===== config.mk =====
export PLATFORM = sky130hd
export DESIGN_NAME = snp_width_adapter
export DESIGN_NICKNAME = d
export VERILOG_FILES = /design/src/rtl/snp_width_pkg.sv /design/src/rtl/snp_seg_buffer.sv /design/src/rtl/snp_width_adapter.sv
export SDC_FILE = /design/constraint.sdc
export NUM_CORES = 1
export LEC_CHECK = 0
export CAP_MARGIN = 20
export CORE_MARGIN = 1.5
export CORE_UTILIZATION = 30
export DETAILED_ROUTE_END_ITERATION = 16
export HOLD_SLACK_MARGIN = 0.12
export PLACE_DENSITY = 0.54
export SETUP_SLACK_MARGIN = 0.02
export SYNTH_ARGS = -nofsm -noshare
export SYNTH_HDL_FRONTEND = slang
export SYNTH_SLANG_ARGS = --single-unit

===== constraint.sdc =====
create_clock -name clk -period 1.7 [get_ports clk]
set_input_delay 0.34 -clock clk [delete_from_list [all_inputs] [get_ports clk]]
set_output_delay 0.34 -clock clk [all_outputs]
set_load 0.005 [all_outputs]

===== src/rtl/snp_width_pkg.sv =====
// Shared derivations and FSM encoding for the snooper-to-memory width adapter.
package snp_width_pkg;

    typedef enum logic [1:0] {
        ST_EMPTY   = 2'd0,
        ST_PARTIAL = 2'd1,
        ST_STALL   = 2'd2
    } adp_state_e;

    function automatic int calc_n(input int snp_addr_width, input int mem_addr_width);
        return snp_addr_width - mem_addr_width;
    endfunction

    function automatic int calc_ratio(input int n);
        return (n > 0) ? (1 << n) : 1;
    endfunction

    // Offset field width; kept at least one bit so RATIO=1 still has a legal vector.
    function automatic int calc_offw(input int n);
        return (n > 0) ? n : 1;
    endfunction

endpackage


===== src/rtl/snp_seg_buffer.sv =====
// Accumulation buffer: per-segment data and valid bits plus the word tag being assembled.
module snp_seg_buffer #(
    parameter int SNP_WIDTH      = 32,
    parameter int RATIO          = 2,
    parameter int OFFW           = 1,
    parameter int MEM_ADDR_WIDTH = 9
) (
    input  logic                              clk,
    input  logic                              rst_n,
    input  logic                              wr,
    input  logic                              fresh,
    input  logic                              clr,
    input  logic [OFFW-1:0]                   off,
    input  logic [MEM_ADDR_WIDTH-1:0]         word,
    input  logic [SNP_WIDTH-1:0]              seg_data,
    output logic [RATIO-1:0][SNP_WIDTH-1:0]   cur_data,
    output logic [RATIO-1:0]                  cur_valid,
    output logic [MEM_ADDR_WIDTH-1:0]         cur_tag,
    output logic [RATIO-1:0][SNP_WIDTH-1:0]   nxt_data,
    output logic [RATIO-1:0]                  nxt_valid
);

    // nxt_* is the buffer with this cycle's segment merged in; fresh drops the old word first.
    for (genvar k = 0; k < RATIO; k++) begin : g_seg
        logic hit;
        assign hit          = wr && (off == OFFW'(k));
        assign nxt_data[k]  = hit ? seg_data : cur_data[k];
        assign nxt_valid[k] = hit | (~fresh & cur_valid[k]);
    end

    // Clearing only drops valid bits; stale data lanes are masked at flush time.
    always_ff @(posedge clk or negedge rst_n) begin
        if (!rst_n) begin
            cur_data  <= '0;
            cur_valid <= '0;
            cur_tag   <= '0;
        end else if (clr) begin
            cur_valid <= '0;
        end else if (wr) begin
            cur_data  <= nxt_data;
            cur_valid <= nxt_valid;
            cur_tag   <= word;
        end
    end

endmodule


===== src/rtl/snp_width_adapter.sv =====
// Packs narrow snooper segment writes into wide packet-memory words.
// Optional SNP_WIDTH_ADAPTER_WR_STRB_EN adds a per-segment write strobe output.
module snp_width_adapter
    import snp_width_pkg::*;
#(
    parameter int MEM_WIDTH      = 64,
    parameter int SNP_WIDTH      = 32,
    parameter int MEM_ADDR_WIDTH = 9,
    parameter int SNP_ADDR_WIDTH = 10
) (
    input  logic                      clk,
    input  logic                      rst_n,
    input  logic [SNP_ADDR_WIDTH-1:0] snp_addr,
    input  logic [SNP_WIDTH-1:0]      snp_wr_data,
    input  logic                      snp_wr_en,
    input  logic                      snp_done,
    output logic                      snp_rdy,
    output logic [MEM_ADDR_WIDTH-1:0] mem_addr,
    output logic [MEM_WIDTH-1:0]      mem_wr_data,
    output logic                      mem_wr_en,
    output logic                      mem_done
`ifdef SNP_WIDTH_ADAPTER_WR_STRB_EN
    ,
    output logic [calc_ratio(calc_n(SNP_ADDR_WIDTH, MEM_ADDR_WIDTH))-1:0] mem_wr_strb
`endif
);

    localparam int N     = calc_n(SNP_ADDR_WIDTH, MEM_ADDR_WIDTH);
    localparam int RATIO = calc_ratio(N);
    localparam int OFFW  = calc_offw(N);

    if ((N < 0) || (MEM_WIDTH % SNP_WIDTH != 0) || (MEM_WIDTH / SNP_WIDTH != RATIO)) begin : g_bad_cfg
        $error("snp_width_adapter: MEM_WIDTH/SNP_WIDTH must equal 2**(SNP_ADDR_WIDTH-MEM_ADDR_WIDTH)");
    end

    adp_state_e                      state, state_d;
    logic                            pend_done, pend_done_d;
    logic [MEM_ADDR_WIDTH-1:0]       word;
    logic [OFFW-1:0]                 off;
    logic                            accept, last, switch_word;

    logic                            buf_wr, buf_fresh, buf_clr;
    logic [RATIO-1:0][SNP_WIDTH-1:0] cur_data, nxt_data, flush_data, out_data;
    logic [RATIO-1:0]                cur_valid, nxt_valid, flush_valid;
    logic [MEM_ADDR_WIDTH-1:0]       cur_tag, flush_addr;
    logic                            flush, flush_merged, done_d;

    assign word        = snp_addr[SNP_ADDR_WIDTH-1 -: MEM_ADDR_WIDTH];
    assign off         = (N > 0) ? snp_addr[OFFW-1:0] : '0;
    assign snp_rdy     = (state != ST_STALL);
    assign accept      = snp_wr_en && snp_rdy;
    assign last        = (off == OFFW'(RATIO - 1));
    assign switch_word = accept && (state == ST_PARTIAL) && (word != cur_tag);

    snp_seg_buffer #(
        .SNP_WIDTH      (SNP_WIDTH),
        .RATIO          (RATIO),
        .OFFW           (OFFW),
        .MEM_ADDR_WIDTH (MEM_ADDR_WIDTH)
    ) u_buf (
        .clk       (clk),
        .rst_n     (rst_n),
        .wr        (buf_wr),
        .fresh     (buf_fresh),
        .clr       (buf_clr),
        .off       (off),
        .word      (word),
        .seg_data  (snp_wr_data),
        .cur_data  (cur_data),
        .cur_valid (cur_valid),
        .cur_tag   (cur_tag),
        .nxt_data  (nxt_data),
        .nxt_valid (nxt_valid)
    );

    always_comb begin
        state_d      = state;
        pend_done_d  = pend_done;
        buf_wr       = 1'b0;
        buf_fresh    = 1'b0;
        buf_clr      = 1'b0;
        flush        = 1'b0;
        flush_merged = 1'b0;
        flush_addr   = cur_tag;
        done_d       = 1'b0;
        case (state)
            ST_EMPTY, ST_PARTIAL: begin
                if (accept) begin
                    buf_wr    = 1'b1;
                    buf_fresh = switch_word;
                    if (switch_word) begin
                        // Old word goes out now; the new one may itself be complete and owe a flush.
                        flush   = 1'b1;
                        state_d = ST_PARTIAL;
                        if (last || snp_done) begin
                            state_d     = ST_STALL;
                            pend_done_d = snp_done;
                        end
                    end else if (last || snp_done) begin
                        flush        = 1'b1;
                        flush_merged = 1'b1;
                        flush_addr   = word;
                        buf_clr      = 1'b1;
                        done_d       = snp_done;
                        state_d      = ST_EMPTY;
                    end else begin
                        state_d = ST_PARTIAL;
                    end
                end else if (snp_done) begin
                    flush   = |cur_valid;
                    buf_clr = 1'b1;
                    done_d  = 1'b1;
                    state_d = ST_EMPTY;
                end
            end
            ST_STALL: begin
                flush       = 1'b1;
                buf_clr     = 1'b1;
                done_d      = pend_done;
                pend_done_d = 1'b0;
                state_d     = ST_EMPTY;
            end
            default: begin
                buf_clr     = 1'b1;
                pend_done_d = 1'b0;
                state_d     = ST_EMPTY;
            end
        endcase
    end

    assign flush_data  = flush_merged ? nxt_data  : cur_data;
    assign flush_valid = flush_merged ? nxt_valid : cur_valid;

    for (genvar k = 0; k < RATIO; k++) begin : g_mask
        assign out_data[k] = flush_valid[k] ? flush_data[k] : '0;
    end

    always_ff @(posedge clk or negedge rst_n) begin
        if (!rst_n) begin
            state       <= ST_EMPTY;
            pend_done   <= 1'b0;
            mem_wr_en   <= 1'b0;
            mem_done    <= 1'b0;
            mem_addr    <= '0;
            mem_wr_data <= '0;
        end else begin
            state     <= state_d;
            pend_done <= pend_done_d;
            mem_wr_en <= flush;
            mem_done  <= done_d;
            if (flush) begin
                mem_addr    <= flush_addr;
                mem_wr_data <= out_data;
            end
        end
    end

`ifdef SNP_WIDTH_ADAPTER_WR_STRB_EN
    always_ff @(posedge clk or negedge rst_n) begin
        if (!rst_n)     mem_wr_strb <= '0;
        else if (flush) mem_wr_strb <= flush_valid;
    end
`endif

endmodule

==> flow_metrics.env, run 1 <==
export IMPL_syn_avg_cell_area_sq_um=11.5
export IMPL_hold_path_class="input pin to flip-flop"
export IMPL_first_global_vias=6465
export IMPL_grt_usage_pct=19.6
export IMPL_die_h_microns=156
export IMPL_fin_skew_ns=0.00964
export IMPL_finish_instance_area_sq_um=11200
export IMPL_finalSetupViolations=150
export IMPL_synthesized_cell_area_sq_um=7030
export IMPL_synth_enable_flop_cells=0
export IMPL_regToRegEndpoint="u_buf.cur_data[63]$_DFFE_PN0P_"
export IMPL_hold_viol_final=0
export IMPL_crit_end="u_buf.cur_data[63]$_DFFE_PN0P_"
export IMPL_cts_root_buf="clkbuf_16"
export IMPL_grt_setup_unrepaired="true"
export IMPL_worstPathMaxFanout=6
export IMPL_total_switching_power_w=0.00353
export IMPL_worst_setup_path_start_kind="input pin"
export IMPL_slew_headroom_pct=70.2
export IMPL_drc=0
export IMPL_grt_pass1_wl_microns=36700
export IMPL_layout_drive_gt1_share_pct=35.4
export IMPL_routed_via_density=5.23
export IMPL_pwr_share_seq_pct=39.5
export IMPL_detailed_place_hpwl_microns=15000
export IMPL_synth_net_count=658
export IMPL_critPathLaunch="snp_addr[2]"
export IMPL_post_route_min_period_ns=1.98
export IMPL_dr_pass1_iters=4
export IMPL_power_switching_share_pct=28.1
export IMPL_report_final_slew_viol_count=0
export IMPL_power_leakage_nw=5.16
export IMPL_pin_count=122
export IMPL_setup_worst_path_end_class="flip-flop"
export IMPL_comb_power_share_pct=29.5
export IMPL_status="complete, but fails checks"
export IMPL_filler_instances=1955
export IMPL_multiInputGateArea_sq_um=3520
export IMPL_clock_latency_ns=0.42
export IMPL_num_nets_final=867
export IMPL_core_region_area_sq_um=22800
export IMPL_cts_sinks=153
export IMPL_setup_reg_to_reg_worst_slack_ns=-0.27
export IMPL_die_width_microns=156
export IMPL_wl_per_cell_microns=21.1
export IMPL_pin_count_of_the_biggest_net_entering_global_routing=50
export IMPL_max_freq_mhz=506
export IMPL_clk_path_buf_depth=2
export IMPL_final_antenna_net_count=0
export IMPL_worstMarginPinSlew_ns=0.435
export IMPL_synth_cell_types=46
export IMPL_clk_transition_reported_paths_ns=0.06
export IMPL_critical_path_reg2reg_startpoint="u_buf.cur_tag[4]$_DFFE_PN0P_"
export IMPL_timing_final_ws_setup_ns=-0.276
export IMPL_yosys_most_used_dff="dfrtp_1"
export IMPL_place_gp_congestion=0.836
export IMPL_drt_first_iter_violations=266
export IMPL_cts_max_level=4
export IMPL_critPathKind="input pin to flip-flop"
export IMPL_synth_async_reset_ratio_pct=100
export IMPL_ys_ff_latch=153
export IMPL_drt_total_wl_microns=24200
export IMPL_number_of_clock_buffers_inserted_by_tritoncts=17
export IMPL_synth_warnings=0
export IMPL_clock_power_share_pct=31.0
export IMPL_io_buffers=121
export IMPL_worstPathArrival_ns=2.28
export IMPL_power_internal_w=0.00901
export IMPL_synthesized_instance_count=612
export IMPL_layout_cells_most_common_list="dfrtp_1 (153), clkdlybuf4s50_1 (80), buf_4 (72), mux2_4 (41), inv_1 (35)"
export IMPL_antennaDiodeCount=0
export IMPL_initial_utilization_pct=30.8
export IMPL_tritoncts_clock_tree="done"
export IMPL_floorplan_rows=55
export IMPL_final_common_cell="dfrtp_1"
export IMPL_violations="setup timing"
export IMPL_synth_seq_area_share_pct=54.5
export IMPL_via_count=5990
export IMPL_ff2ff_path_depth=7
export IMPL_number_of_antenna_violations_at_the_first_check_in_global_routing=0
export IMPL_worst_ir_drop_vdd_v=0.000683
export IMPL_cap_viol_max_count=0
export IMPL_globalRouteOverflowTotal=0
export IMPL_floorplan_die_area_sq_um=24300
export IMPL_final_worst_hold_slack_ns=0.304
export IMPL_regArea_sq_um=3830
export IMPL_final_min_period_over_clock_period_pct=116
export IMPL_areaGrowthSynthToFinish_pct=59.8
export IMPL_power_per_cell_area_nw_per_um2=1120
export IMPL_postPlaceCellArea_sq_um=9340
export IMPL_required_ns=2.00
-- metal layers --
metal / track usage [%] / vias up / part of all wire, % / wire [microns]
met3: 3.78 / 37 / 4.6 / 1120
met2: 33.1 / 178 / 50 / 12200
li1: - / 2717 / - / -
met4: 7.66 / 0 / 2.3 / 549
met5: 0 / - / 0 / 0
met1: 24.8 / 3058 / 43 / 10400
-- critical path, stage by stage --
cell             delay, ns
clkdlybuf4s50_1       0.47
xnor2_2               0.17
and4_4                0.21
a31oi_4               0.32
buf_6                 0.17
nand2_8               0.10
clkbuf_16             0.20
mux2_4                0.29
-- registers in the layout (all words and copies together) (netlist names) --
name / cells
u_buf.cur_data: 64
mem_wr_en: 1
mem_wr_data: 64
mem_done: 1
mem_addr: 9
state: 2
pend_done: 1
u_buf.cur_valid: 2
u_buf.cur_tag: 9
-- through the flow --
| stage | util [%] | total power (W) | setup slack [ns] | setup TNS (ns) | std cells |
|---|---|---|---|---|---|
| global placement | 41.0 | 0.00797 | -0.730 | -95.53 | 1069 |
| floorplan | - | 0.00634 | -0.100 | -7.09 | 612 |
| CTS | 46.3 | 0.0123 | -0.246 | -24.79 | 1121 |
| detailed placement | 41.0 | 0.00807 | -0.812 | -106.11 | 1069 |
| global route | 49.3 | 0.0131 | -0.335 | -39.08 | 1146 |
| finish | 49.3 | 0.0125 | -0.276 | -30.70 | 1146 |
-- logic make-up after synthesis --
logic type | count (synthesis) | synth area share [%]
AND/OR/NAND/NOR | 122 | 8.58
multiplexers | 73 | 11.7
buffers and inverters | 93 | 5.34
AO/OA/AOI/OAI | 162 | 18.8
flip-flops | 153 | 54.5
XOR/XNOR | 9 | 1.12
-- synthesized netlist by cell type, types with 2 or more instances --
cell | instances | area share, %
clkbuf_1 | 35 | 1.9
buf_2 | 21 | 1.5
mux2_1 | 34 | 5.4
o22a_1 | 18 | 2.2
inv_1 | 35 | 1.9
a22o_1 | 32 | 4.0
nor2_1 | 3 | 0.16
nand3_1 | 33 | 2.4
and2_1 | 2 | 0.18
dfrtp_1 | 153 | 54
mux2_2 | 39 | 6.3
o211ai_1 | 32 | 3.4
a21oi_2 | 2 | 0.25
nor2_2 | 2 | 0.18
xnor2_1 | 9 | 1.1
nand2b_1 | 5 | 0.45
o32ai_1 | 32 | 4.0
a31oi_1 | 32 | 2.8
nor3_1 | 32 | 2.3
nand2_1 | 35 | 1.9
-- worst min-delay path by stage --
| stage | from | end | slack (ns) | depth (start not counted) |
|---|---|---|---|---|
| floorplan | rst_n | mem_addr[0]$_DFFE_PN0P_ | 0.04 | 0 |
| global placement | rst_n | u_buf.cur_tag[4]$_DFFE_PN0P_ | 0.28 | 1 |
| detailed placement | rst_n | u_buf.cur_tag[2]$_DFFE_PN0P_ | 0.29 | 1 |
| CTS | snp_addr[3] | u_buf.cur_tag[2]$_DFFE_PN0P_ | 0.41 | 2 |
| global route | snp_addr[5] | u_buf.cur_tag[4]$_DFFE_PN0P_ | 0.29 | 2 |
| finish | snp_addr[7] | u_buf.cur_tag[6]$_DFFE_PN0P_ | 0.30 | 2 |
-- power by group through the flow --
stage	clock network, W	registers [W]	logic [W]
floorplan	0	0.00489	0.00144
global placement	0	0.00496	0.00300
detailed placement	0	0.00499	0.00308
CTS	0.00395	0.00494	0.00341
global route	0.00411	0.00505	0.00397
finish	0.00389	0.00495	0.00370
-- cell type report --
class                      count  share of cell area, %
sequential                   153                   34.1
multi-input combinational    367                   31.3
timing repair buffer         246                   24.6
clock buffer                  20                   3.98
tap                          313                   3.49
clock inverter                11                   1.30
inverter                      36                   1.27
-- timing repair --
item	CTS	global route
resized for setup	100	73
cloned	6	10
setup buffers	15	17
hold buffers	1	0
pin swaps	40	40
endpoints found under the setup margin	167	178
endpoints found under the hold margin	35	0
No activity file was read; power rests on OpenSTA's default activity.
==> run 2, diff against run 1 <==
GPL_TIMING_DRIVEN = 0   (was unset)
==> flow_metrics.env, run 2 (synthesized netlist as in run 1, its figures left out) <==
export IMPL_status="complete, but fails checks"
export IMPL_violations="setup timing"
export IMPL_hold_viol_final=0
export IMPL_largest_registers="mem_wr_data x64, u_buf.cur_data x64"
export IMPL_timing_final_ws_setup_ns=-0.269
export IMPL_antennaDiodeCount=0
export IMPL_grt_setup_unrepaired="true"
export IMPL_wl_per_cell_microns=20.1
export IMPL_dp_worst_setup_slack_ns=-1.26
export IMPL_critPathKind="flip-flop to flip-flop"
export IMPL_worstPathMaxFanout=6
export IMPL_dr_pass1_iters=4
export IMPL_m1WireLength_microns=10000
export IMPL_slew_headroom_pct=45.2
export IMPL_crit_end="u_buf.cur_valid[0]$_DFFE_PN0P_"
export IMPL_die_width_microns=156
export IMPL_clock_latency_ns=0.43
export IMPL_critPathTopFamily="compound AO/OA/AOI/OAI gates"
export IMPL_worstPathArrival_ns=2.27
export IMPL_worst_ir_drop_vdd_v=0.000661
export IMPL_clk_path_buf_depth=2
export IMPL_finalPower_w=0.0123
export IMPL_max_freq_mhz=508
export IMPL_clk_transition_reported_paths_ns=0.06
export IMPL_detailroute_wirelength_met3_microns=875
export IMPL_worst_path_largest_cell_delay_ns=0.43
export IMPL_pin_count_of_the_biggest_net_entering_global_routing=86
export IMPL_drt_first_iter_violations=291
export IMPL_drc=0
export IMPL_via_count=5854
export IMPL_finalSetupViolations=151
export IMPL_cp_num_cells=7
export IMPL_cap_viol_max_count=0
export IMPL_critical_path_reg2reg_startpoint="u_buf.cur_tag[2]$_DFFE_PN0P_"
export IMPL_floorplan_die_area_sq_um=24300
export IMPL_pin_count=122
export IMPL_ff2ff_path_depth=7
export IMPL_cts_max_level=4
export IMPL_crit_path_slowest_cell="dfrtp_1"
export IMPL_number_of_antenna_violations_at_the_first_check_in_global_routing=0
export IMPL_cp_num_buf_inv=2
export IMPL_die_h_microns=156
export IMPL_crit_path_cell_trace="xnor2_2 -> nand4_1 -> buf_6 -> o31ai_4 -> a21oi_4 -> buf_4 -> or2_2"
export IMPL_numPlacedInstances=1046
export IMPL_io_buffers=120
export IMPL_first_global_vias=6059
export IMPL_globalRouteOverflowTotal=0
export IMPL_grt_usage_pct=18.3
export IMPL_post_route_min_period_ns=1.97
export IMPL_floorplan_rows=55
export IMPL_layout_cells_most_common_list="dfrtp_1 (151), clkdlybuf4s50_1 (99), mux2_4 (45), inv_1 (35), nand2_1 (33)"
export IMPL_routed_via_density=5.20
export IMPL_num_nets_final=845
export IMPL_hold_path_class="input pin to flip-flop"
export IMPL_setup_reg_to_reg_worst_slack_ns=-0.27
export IMPL_number_of_clock_buffers_inserted_by_tritoncts=17
export IMPL_regArea_sq_um=3830
export IMPL_cts_root_buf="clkbuf_16"
export IMPL_detailed_place_hpwl_microns=14700
export IMPL_final_cells=1125
export IMPL_layout_drive_gt1_share_pct=35.3
export IMPL_regToRegEndpoint="u_buf.cur_valid[0]$_DFFE_PN0P_"
export IMPL_multiInputGateArea_sq_um=3590
export IMPL_setup_worst_path_end_class="flip-flop"
export IMPL_initial_utilization_pct=30.8
export IMPL_highest_signal_layer="met4"
export IMPL_final_common_cell="dfrtp_1"
export IMPL_critPathLaunch="u_buf.cur_tag[2]$_DFFE_PN0P_"
export IMPL_final_min_period_over_clock_period_pct=116
export IMPL_power_leakage_nw=4.87
export IMPL_final_antenna_net_count=0
export IMPL_drt_total_wl_microns=22600
export IMPL_filler_instances=2030
export IMPL_tritoncts_clock_tree="done"
export IMPL_cts_sinks=153
export IMPL_required_ns=2.00
export IMPL_power_per_cell_area_nw_per_um2=1110
export IMPL_hold_start="snp_done"
export IMPL_grt_pass1_wl_microns=34500
export IMPL_fin_skew_ns=0.0103
export IMPL_core_region_area_sq_um=22800
export IMPL_met2WireLength_microns=11400
export IMPL_report_final_slew_viol_count=0
export IMPL_place_gp_congestion=0.792
export IMPL_areaGrowthSynthToFinish_pct=56.7
export IMPL_worstMarginPinSlew_ns=0.823
export IMPL_worst_setup_path_start_kind="flip-flop"
[run 2: cell types whose count changed in the layout (fill, tap and decap cells not counted), sizes merged, moves of 3 or more]
cell / change
buf: -43
clkdlybuf4s50: +19
clkbuf: +22
dlygate4sd2: -9
clkinvlp: +3
dlymetal6s2s: -11
[run 2: repair_timing]
| action | CTS | global route |
|---|---|---|
| setup buffers | 23 | 12 |
| hold endpoints to repair | 68 | 0 |
| resized for setup | 161 | 106 |
| cloned | 6 | 8 |
| endpoints found under the setup margin | 158 | 162 |
| hold buffers | 1 | 0 |
| pin swaps | 13 | 41 |
[run 2: layout make-up]
cell class,instances,area share [%]
sequential,153,34.8
inverter,36,1.27
buffer,54,5.40
clock inverter,11,1.10
tap,313,3.56
multi-input combinational,368,32.6
timing repair buffer,169,16.9
clock buffer,21,4.27
[run 2: through the flow]
stage / hold WS [ns] / cell area (sq um) / util (%) / TNS, ns
finish: 0.301 / 11000 / 48.3 / -32.90
global route: 0.307 / 11000 / 48.3 / -40.91
CTS: 0.235 / 10300 / 45.3 / -26.89
detailed placement: 0.403 / 8800 / 38.6 / -141.59
global placement: 0.470 / 8770 / 38.5 / -1043.67
floorplan: 0.0444 / 7180 / - / -7.09
[run 2: power by group]
group	leakage (nW)	total, W	switching (W)	internal, W
logic	2.71	0.00348	0.00139	0.00210
clock network	0.277	0.00380	0.00153	0.00227
registers	1.88	0.00497	0.000525	0.00444
[run 2: layer usage]
metal	track usage, %	vias up
met1	24.0	3026
li1	-	2681
met3	3.44	16
met4	6.12	0
met2	30.3	131
met5	0	-
[run 2: worst min path at each step]
stage	depth (start not counted)	end	slack (ns)
CTS	2	state[0]$_DFFE_PN0P_	0.24
global route	2	state[0]$_DFFE_PN0P_	0.31
global placement	1	u_buf.cur_data[28]$_DFFE_PN0P_	0.47
finish	2	state[0]$_DFFE_PN0P_	0.30
floorplan	0	mem_addr[0]$_DFFE_PN0P_	0.04
detailed placement	1	mem_addr[6]$_DFFE_PN0P_	0.40
==> run 3, diff against run 2 <==
CORE_ASPECT_RATIO = 1.1   (was unset)
==> flow_metrics.env, run 3 (synthesized netlist as in run 1, its figures left out) <==
export IMPL_cts_sinks=153
export IMPL_clk_path_buf_depth=2
export IMPL_ff2ff_path_depth=7
export IMPL_clk_transition_reported_paths_ns=0.06
export IMPL_clock_latency_ns=0.43
export IMPL_antennaDiodeCount=0
export IMPL_largest_registers="mem_wr_data x64, u_buf.cur_data x64"
export IMPL_hold_viol_final=0
export IMPL_first_global_vias=6198
export IMPL_dr_pass1_iters=4
export IMPL_cap_viol_max_count=0
export IMPL_die_width_microns=149
export IMPL_wl_per_cell_microns=20.2
export IMPL_setup_worst_path_end_class="flip-flop"
export IMPL_via_count=5891
export IMPL_final_min_period_over_clock_period_pct=120
export IMPL_grt_pass1_wl_microns=34300
export IMPL_crit_path_cell_trace="clkdlybuf4s50_1 -> and2b_2 -> nand2_4 -> a31oi_4 -> nand2_4 -> buf_6 -> clkbuf_16 -> mux2_4"
export IMPL_hold_path_cell_count=2
export IMPL_setup_reg_to_reg_worst_slack_ns=-0.32
export IMPL_layout_cells_most_common_list="dfrtp_1 (151), clkdlybuf4s50_1 (81), mux2_2 (38), inv_1 (35), mux2_4 (35)"
export IMPL_drt_total_wl_microns=22700
export IMPL_cts_root_buf="clkbuf_16"
export IMPL_worstMarginPinSlew_ns=0.711
export IMPL_layout_drive_gt1_share_pct=34.2
export IMPL_required_ns=2.01
export IMPL_num_nets_final=855
export IMPL_hold_path_class="input pin to flip-flop"
export IMPL_initial_utilization_pct=30.6
export IMPL_grt_setup_unrepaired="true"
export IMPL_worstPathMaxFanout=6
export IMPL_worst_ir_drop_vdd_v=0.000580
export IMPL_pin_count=122
export IMPL_critPathTopFamily="buffers and inverters"
export IMPL_routed_via_density=5.25
export IMPL_detailed_place_hpwl_microns=14600
export IMPL_final_common_cell="dfrtp_1"
export IMPL_postPlaceCellArea_sq_um=8790
export IMPL_globalRouteOverflowTotal=0
export IMPL_filler_instances=2037
export IMPL_floorplan_rows=58
export IMPL_cts_max_level=4
export IMPL_worst_setup_path_start_kind="input pin"
export IMPL_number_of_antenna_violations_at_the_first_check_in_global_routing=0
export IMPL_slew_headroom_pct=52.6
export IMPL_violations="setup timing"
export IMPL_fin_skew_ns=0.00873
export IMPL_worstPathArrival_ns=2.34
export IMPL_status="complete, but fails checks"
export IMPL_timing_final_ws_setup_ns=-0.333
export IMPL_final_antenna_net_count=0
export IMPL_core_region_area_sq_um=22900
export IMPL_finish_instance_area_sq_um=11100
export IMPL_crit_path_slowest_cell="clkdlybuf4s50_1"
export IMPL_report_final_slew_viol_count=0
export IMPL_tritoncts_clock_tree="done"
export IMPL_critical_path_most_common_cell="nand2_4"
export IMPL_cp_num_buf_inv=3
export IMPL_cp_num_cells=8
export IMPL_critPathLaunch="snp_wr_en"
export IMPL_die_h_microns=164
export IMPL_power_per_cell_area_nw_per_um2=1090
export IMPL_grt_usage_pct=18.3
export IMPL_floorplan_die_area_sq_um=24300
export IMPL_drt_first_iter_violations=284
export IMPL_power_leakage_nw=5.01
export IMPL_areaGrowthSynthToFinish_pct=58.3
export IMPL_place_gp_congestion=0.777
export IMPL_io_buffers=120
export IMPL_worst_path_largest_cell_delay_ns=0.58
export IMPL_finalSetupViolations=152
export IMPL_post_route_min_period_ns=2.03
export IMPL_max_freq_mhz=492
export IMPL_finish_utilization_pct=48.5
export IMPL_drc=0
export IMPL_critical_path_reg2reg_startpoint="state[1]$_DFFE_PN0P_"
export IMPL_final_worst_hold_slack_ns=0.254
export IMPL_critPathKind="input pin to flip-flop"
export IMPL_hold_start="snp_done"
export IMPL_number_of_clock_buffers_inserted_by_tritoncts=17
export IMPL_pin_count_of_the_biggest_net_entering_global_routing=81
## run 3: changes by cell type in the layout (fill, tap and decap cells not counted), moves of 8 or more
cell | before | now
nor3_2 | 8 | 0
nor3_1 | 23 | 32
dlygate4sd2_1 | 7 | 16
o32ai_4 | 5 | 25
clkbuf_8 | 3 | 11
mux2_4 | 45 | 35
mux2_2 | 28 | 38
clkdlybuf4s50_1 | 99 | 81
o32ai_2 | 20 | 6
dlymetal6s2s_1 | 12 | 21
## run 3: per-stage QoR
step	power (W)	setup WS, ns	cells	TNS [ns]
2_1_floorplan	0.00634	-0.100	612	-7.09
3_3_place_gp	0.00767	-5.74	1032	-1007.63
3_5_place_dp	0.00777	-1.17	1033	-135.72
4_1_cts	0.0118	-0.263	1104	-26.92
5_1_grt	0.0127	-0.374	1122	-46.64
6_report	0.0121	-0.333	1122	-38.06
## run 3: where the power goes
part | internal, W | switching [W] | total, W
clock | 0.00208 | 0.00152 | 0.00361
combinational | 0.00211 | 0.00142 | 0.00353
sequential | 0.00444 | 0.000527 | 0.00497
total | 0.00864 | 0.00347 | 0.0121
## run 3: path summary, 6_finish.rpt
check	to
max	u_buf.cur_data[45]$_DFFE_PN0P_
min	state[0]$_DFFE_PN0P_
max reg2reg	u_buf.cur_data[45]$_DFFE_PN0P_
min reg2reg	u_buf.cur_data[0]$_DFFE_PN0P_
max in group asynchronous	mem_wr_data[20]$_DFFE_PN0P_
min in group asynchronous	mem_addr[4]$_DFFE_PN0P_
## run 3: area by class of cell
| class | instances | area (sq um) | area share (%) |
|---|---|---|---|
| Sequential cell | 153 | 3830 | 34.4 |
| Multi-Input combinational cell | 368 | 3690 | 33.2 |
| Tap cell | 300 | 375 | 3.37 |
| Clock inverter | 11 | 98.8 | 0.889 |
| Timing Repair Buffer | 181 | 2010 | 18.0 |
| Clock buffer | 21 | 460 | 4.14 |
| Inverter | 36 | 138 | 1.24 |
| Buffer | 52 | 524 | 4.71 |
## run 3: repair_timing
| action | 4_1_cts | 5_1_grt |
|---|---|---|
| pin swaps | 11 | 71 |
| cloned | 7 | 6 |
| buffers inserted | 34 | 15 |
| setup endpoints to repair | 163 | 182 |
| resized for setup | 171 | 86 |
| hold endpoints to repair | 73 | 0 |
| hold buffers | 1 | 0 |
## run 3: routing by layer
metal / track usage [%] / share of wire [%] / vias to the layer above
li1: - / - / 2712
met1: 23.2 / 43 / 3014
met2: 30.2 / 51 / 136
met3: 4.22 / 4.5 / 29
met4: 6.98 / 2.0 / 0
met5: 0 / 0 / -
